File: config.mk
export PLATFORM = sky130hd
export DESIGN_NAME = vending_fsm
export DESIGN_NICKNAME = d
export VERILOG_FILES = /design/src/rtl/vending_fsm.sv
export SDC_FILE = /design/constraint.sdc
export NUM_CORES = 1
export LEC_CHECK = 0
export CAP_MARGIN = 30
export CORE_MARGIN = 2
export CORE_UTILIZATION = 50
export DETAILED_ROUTE_END_ITERATION = 7
export MAX_ROUTING_LAYER = met4
export PLACE_DENSITY = 0.74
export SLEW_MARGIN = 10
export SYNTH_ARGS = -nofsm -noshare
export SYNTH_HDL_FRONTEND = slang
export SYNTH_SLANG_ARGS = --single-unit
File: constraint.sdc
create_clock -name clk -period 2.7 [get_ports clk]
set_input_delay 0.54 -clock clk [delete_from_list [all_inputs] [get_ports clk]]
set_output_delay 0.54 -clock clk [all_outputs]
set_load 0.02 [all_outputs]
File: src/rtl/vending_fsm.sv
// Four-drink vending controller.
// Collects coin credit in ACCEPT; on an armed drink selection either vends
// (shows change for one cycle in CHANGE) or refunds with an error pulse.
// total_money and error are registered; credit is visible at all times.
module vending_fsm #(
  parameter int unsigned PRICE_TEA    = 10,
  parameter int unsigned PRICE_COLA   = 15,
  parameter int unsigned PRICE_COFFEE = 20,
  parameter int unsigned PRICE_MILK   = 25
) (
  input  logic       clk,
  input  logic       reset,
  input  logic [7:0] coin,
  input  logic [2:0] drink_choose,
  output logic [7:0] total_money,
  output logic       error
);

  typedef enum logic [0:0] {StAccept, StChange} state_e;

  state_e     r_state, w_state_d;
  logic [7:0] r_credit, w_credit_d;
  logic [7:0] r_total, w_total_d;
  logic       r_error, w_error_d;
  logic       r_armed, w_armed_d;

  logic       w_coin_present;
  logic       w_coin_valid;
  logic [8:0] w_sum;
  logic       w_sum_ovf;
  logic       w_sel_drink;
  logic       w_sel_cancel;
  logic       w_sel_idle;
  logic [7:0] w_price;
  logic       w_afford;

  // A coin always takes priority over a selection in the same cycle.
  assign w_coin_present = (coin != 8'd0);
  assign w_coin_valid   = (coin == 8'd1) || (coin == 8'd5) || (coin == 8'd10) ||
                          (coin == 8'd50);
  assign w_sum          = {1'b0, r_credit} + {1'b0, coin};
  assign w_sum_ovf      = w_sum[8];

  // A selection is only acted upon once; returning to 0 re-arms it.
  assign w_sel_idle   = (drink_choose == 3'd0);
  assign w_sel_drink  = r_armed && (drink_choose >= 3'd1) && (drink_choose <= 3'd4);
  assign w_sel_cancel = r_armed && (drink_choose >= 3'd5);

  // Price lookup for the selected drink code.
  always_comb begin
    w_price = 8'd0;
    case (drink_choose)
      3'd1:    w_price = 8'(PRICE_TEA);
      3'd2:    w_price = 8'(PRICE_COLA);
      3'd3:    w_price = 8'(PRICE_COFFEE);
      3'd4:    w_price = 8'(PRICE_MILK);
      default: w_price = 8'd0;
    endcase
  end

  assign w_afford = (r_credit >= w_price);

  // State register.
  always_ff @(posedge clk or negedge reset) begin
    if (!reset) begin
      r_state <= StAccept;
    end else begin
      r_state <= w_state_d;
    end
  end

  // Next-state logic: a successful vend spends exactly one cycle in CHANGE.
  always_comb begin
    w_state_d = r_state;
    unique case (r_state)
      StAccept: begin
        if (!w_coin_present && w_sel_drink && w_afford) begin
          w_state_d = StChange;
        end
      end
      StChange: w_state_d = StAccept;
    endcase
  end

  // Next values for credit, displayed amount, error pulse and selection arm.
  always_comb begin
    w_credit_d = r_credit;
    w_total_d  = r_credit;
    w_error_d  = 1'b0;
    w_armed_d  = r_armed;
    unique case (r_state)
      StAccept: begin
        if (w_coin_present) begin
          // Selection in the same cycle stays armed for the next cycle.
          if (w_coin_valid && !w_sum_ovf) begin
            w_credit_d = w_sum[7:0];
            w_total_d  = w_sum[7:0];
          end else begin
            w_error_d  = 1'b1;
          end
        end else if (w_sel_drink) begin
          w_armed_d  = 1'b0;
          w_credit_d = 8'd0;
          if (w_afford) begin
            w_total_d = r_credit - w_price;
          end else begin
            w_total_d = 8'd0;
            w_error_d = 1'b1;
          end
        end else if (w_sel_cancel) begin
          w_armed_d  = 1'b0;
          w_credit_d = 8'd0;
          w_total_d  = 8'd0;
        end
      end
      StChange: begin
        // Change already paid out; coins and selections here are dropped.
        w_credit_d = 8'd0;
        w_total_d  = 8'd0;
      end
    endcase
    if (w_sel_idle) begin
      w_armed_d = 1'b1;
    end
  end

  // Datapath and registered outputs.
  always_ff @(posedge clk or negedge reset) begin
    if (!reset) begin
      r_credit <= 8'd0;
      r_total  <= 8'd0;
      r_error  <= 1'b0;
      r_armed  <= 1'b1;
    end else begin
      r_credit <= w_credit_d;
      r_total  <= w_total_d;
      r_error  <= w_error_d;
      r_armed  <= w_armed_d;
    end
  end

  assign total_money = r_total;
  assign error       = r_error;

endmodule

==> metrics <==
YS warnings=0; hold buffers post-CTS=0; final worst slack=-67.5 ps; Worst Reg2Reg Path Length in Cells=10; Slew Viols, Final=0; max_slew headroom=36.1%; post-layout util=80.9%; GPL Wtd Cong=0.897; Post-Synthesis Cells=184; leakage power=1.08 nW; vias in the first global route=1849; Root Driver=clkbuf_4; WL final=5.67 mm; grt total ovfl=0; Syn Std Cell Area=1630 um2; Max IR drop VDD=0.608 mV; Via density=6.05; status=finished with violations; Yosys reg bits=19; nets@finish=288; Comb pwr share=71.3%; initial antenna violation count=0; Placed Area=2240 um2; Antenna Cells=0; drt wl/cell=18.8 um; Fmax=361 MHz; part of the power in registers=22.3%; vias after detailed routing=1828; Setup-failing EPs final=1; largest net degree at the start of global routing=28; Longest Clk Path Bufs=2; crit path time final=2770 ps; Die ar.=3740 um2; CP required=2860 ps; DP HPWL=3.86 mm; share of cells above drive strength 1=37.2%; Syn Area/Cell=8.87 um2; Inst Count DP=292; Worst Hold Class=in -> async; CP Max Fanout=4; Finished Cell Area=2490 um2; Seq/Total Area, Yosys=29.2%; Net Sw Power=1.14 mW; first-pass GRT wire length=8.49 mm; Synth-to-Final Area Change=52.7%; Distinct cells, synth=44; Max-Cap Viols=0; Net Count, Synth=213; final instance count without filler cells=302; overall global routing resource usage=31.7%; Worst Max-Slew Pin Slew=959 ps; Hold Fails Final Rpt=0; PnR Total Power=2.44 mW; pwr dens=981 nW/um2; port bufs=21; Sink Count=19; Max H-tree Level=1; worst setup path class=in -> reg; critical path arrival=2930 ps; Reg clk slew, reported paths=120 ps; IO Count=22; Clock power frac=6.5%; post-route ant nets=0; Core Footprint=3080 um2; CP Capture Type=register; element type at the critical path start=input port; DP Worst Slack=-922 ps; Switching Fraction=46.5%; # DRC=0; CTS tree=done; Die Y=61.1 um; Hold WS=522 ps; row count=20; Initial Util=53.0%; R2R Path End=total_money[5]; cts bufs inserted=3; 1st-pass router iterations=5; Iteration-0 DRC Markers=121; failing checks=negative setup slack; RR Startpoint=r_credit[0]; period utilisation layout=102%; Int Pwr=1.31 mW; Worst Skew=3.58 ps; R2R Setup Slk=20 ps; die width=61.1 um; TNS Setup=-67.5 ps; clk_lat worst skew=310 ps
what timing repair did:
action / 4_1_cts / 5_1_grt
setup endpoints to repair: 13 / 13
gates resized for setup: 18 / 31
gates cloned: 0 / 1
pin swaps: 3 / 20
setup buffers: 1 / 3
cell usage in the layout, fill, tap and decap left out, drive strengths merged, types with 4 or more instances in the layout:
master,n
nor2,11
or3,4
buf,55
a21oi,15
a221oi,6
nand2,10
clkbuf,4
o22ai,4
xnor2,5
nor3,4
o21ai,12
inv,8
nand2b,9
nand3,4
dfrtp,18
a211oi,15
clkdlybuf4s50,17
ha,14
a21o,4
nor2b,4
layout make-up:
class / instances / area, um2
clock buffer: 3 / 22.5
clock inverter: 1 / 5.00
fill: 186 / 587
inverter: 8 / 30.0
multi-input combinational: 152 / 1280
sequential: 19 / 477
tap: 44 / 55.1
timing repair buffer: 75 / 617
Yosys cell counts (all sizes together):
| master | number | area share, % |
|---|---|---|
| nand3 | 4 | 1.2 |
| a21oi | 15 | 4.8 |
| clkbuf | 4 | 0.92 |
| xnor2 | 5 | 2.7 |
| o31ai | 1 | 0.46 |
| a31oi | 1 | 0.38 |
| mux2i | 2 | 1.2 |
| nor2b | 4 | 1.5 |
| and3b | 1 | 0.54 |
| o41ai | 1 | 1.0 |
| a41oi | 1 | 0.54 |
| and4 | 1 | 0.54 |
| a211oi | 15 | 7.8 |
| nand4 | 3 | 1.2 |
| fa | 2 | 2.5 |
| o2111ai | 1 | 0.54 |
| nand2 | 9 | 2.2 |
| dfstp | 1 | 1.6 |
| o21ai | 12 | 3.7 |
| nor3 | 4 | 1.2 |
| o21a | 1 | 0.46 |
| o32ai | 3 | 1.6 |
| o211ai | 2 | 0.92 |
| or3 | 4 | 1.5 |
| a221oi | 6 | 3.2 |
| ha | 14 | 11 |
| dfrtp | 18 | 28 |
| buf | 2 | 0.54 |
| nor2 | 11 | 2.5 |
| o21bai | 3 | 1.4 |
| a21o | 4 | 1.8 |
| o22ai | 4 | 1.5 |
| nand2b | 9 | 3.5 |
| and3 | 1 | 0.38 |
| inv | 8 | 1.8 |
| mux2 | 2 | 1.4 |
| nor4 | 1 | 0.38 |
| xor2 | 3 | 1.6 |
| nor3b | 1 | 0.46 |
power groups by stage:
stage / combinational (mW) / clock, mW / sequential (mW)
after floorplan: 0.758 / 0 / 0.590
after global placement: 1.41 / 0 / 0.522
after detailed placement: 1.48 / 0 / 0.526
after CTS: 1.55 / 0.153 / 0.529
after global routing: 1.87 / 0.166 / 0.554
final: 1.74 / 0.158 / 0.544
routing by layer:
metal	global-route usage (%)	vias to the layer above	share of wire (%)
li1	-	852	-
met1	40.0	859	40
met2	54.9	93	50
met3	2.73	24	7.2
met4	7.14	0	3.1
met5	-	-	0
cells by family after synthesis:
| group | share of synthesized area [%] |
|---|---|
| compound gates | 30.2 |
| simple gates | 17.2 |
| flops | 29.2 |
| fa+ha+maj | 13.2 |
| buf+inv | 3.30 |
| xor+xnor | 4.29 |
| mux | 2.61 |
worst max-delay path, cell delays in order:
cell and delay, ps:
clkbuf_2 120, nor2b_4 130, inv_2 60, a21oi_2 130
ha_2 200, inv_2 40, fa_2 380, a211oi_4 310
o21ai_4 150, o41ai_4 400, nor3_1 120, a31oi_1 230
a211oi_1 120
worst max-delay path by stage:
stage | endpoint | slack, ps | from | cells after the start
after floorplan | total_money[0] | 6 | drink_choose[1] | 12
after global placement | total_money[0] | -670 | drink_choose[1] | 13
after detailed placement | total_money[0] | -920 | drink_choose[1] | 13
after CTS | total_money[0] | -20 | drink_choose[1] | 13
after global routing | total_money[5] | -80 | drink_choose[2] | 13
final | total_money[5] | -70 | drink_choose[2] | 13
registers in the layout, summed over array words and instances (netlist names):
signal,flops
r_credit,8
total_money,8
error,1
r_armed,1
r_state,1
No activity file was read; power rests on OpenSTA's default activity.
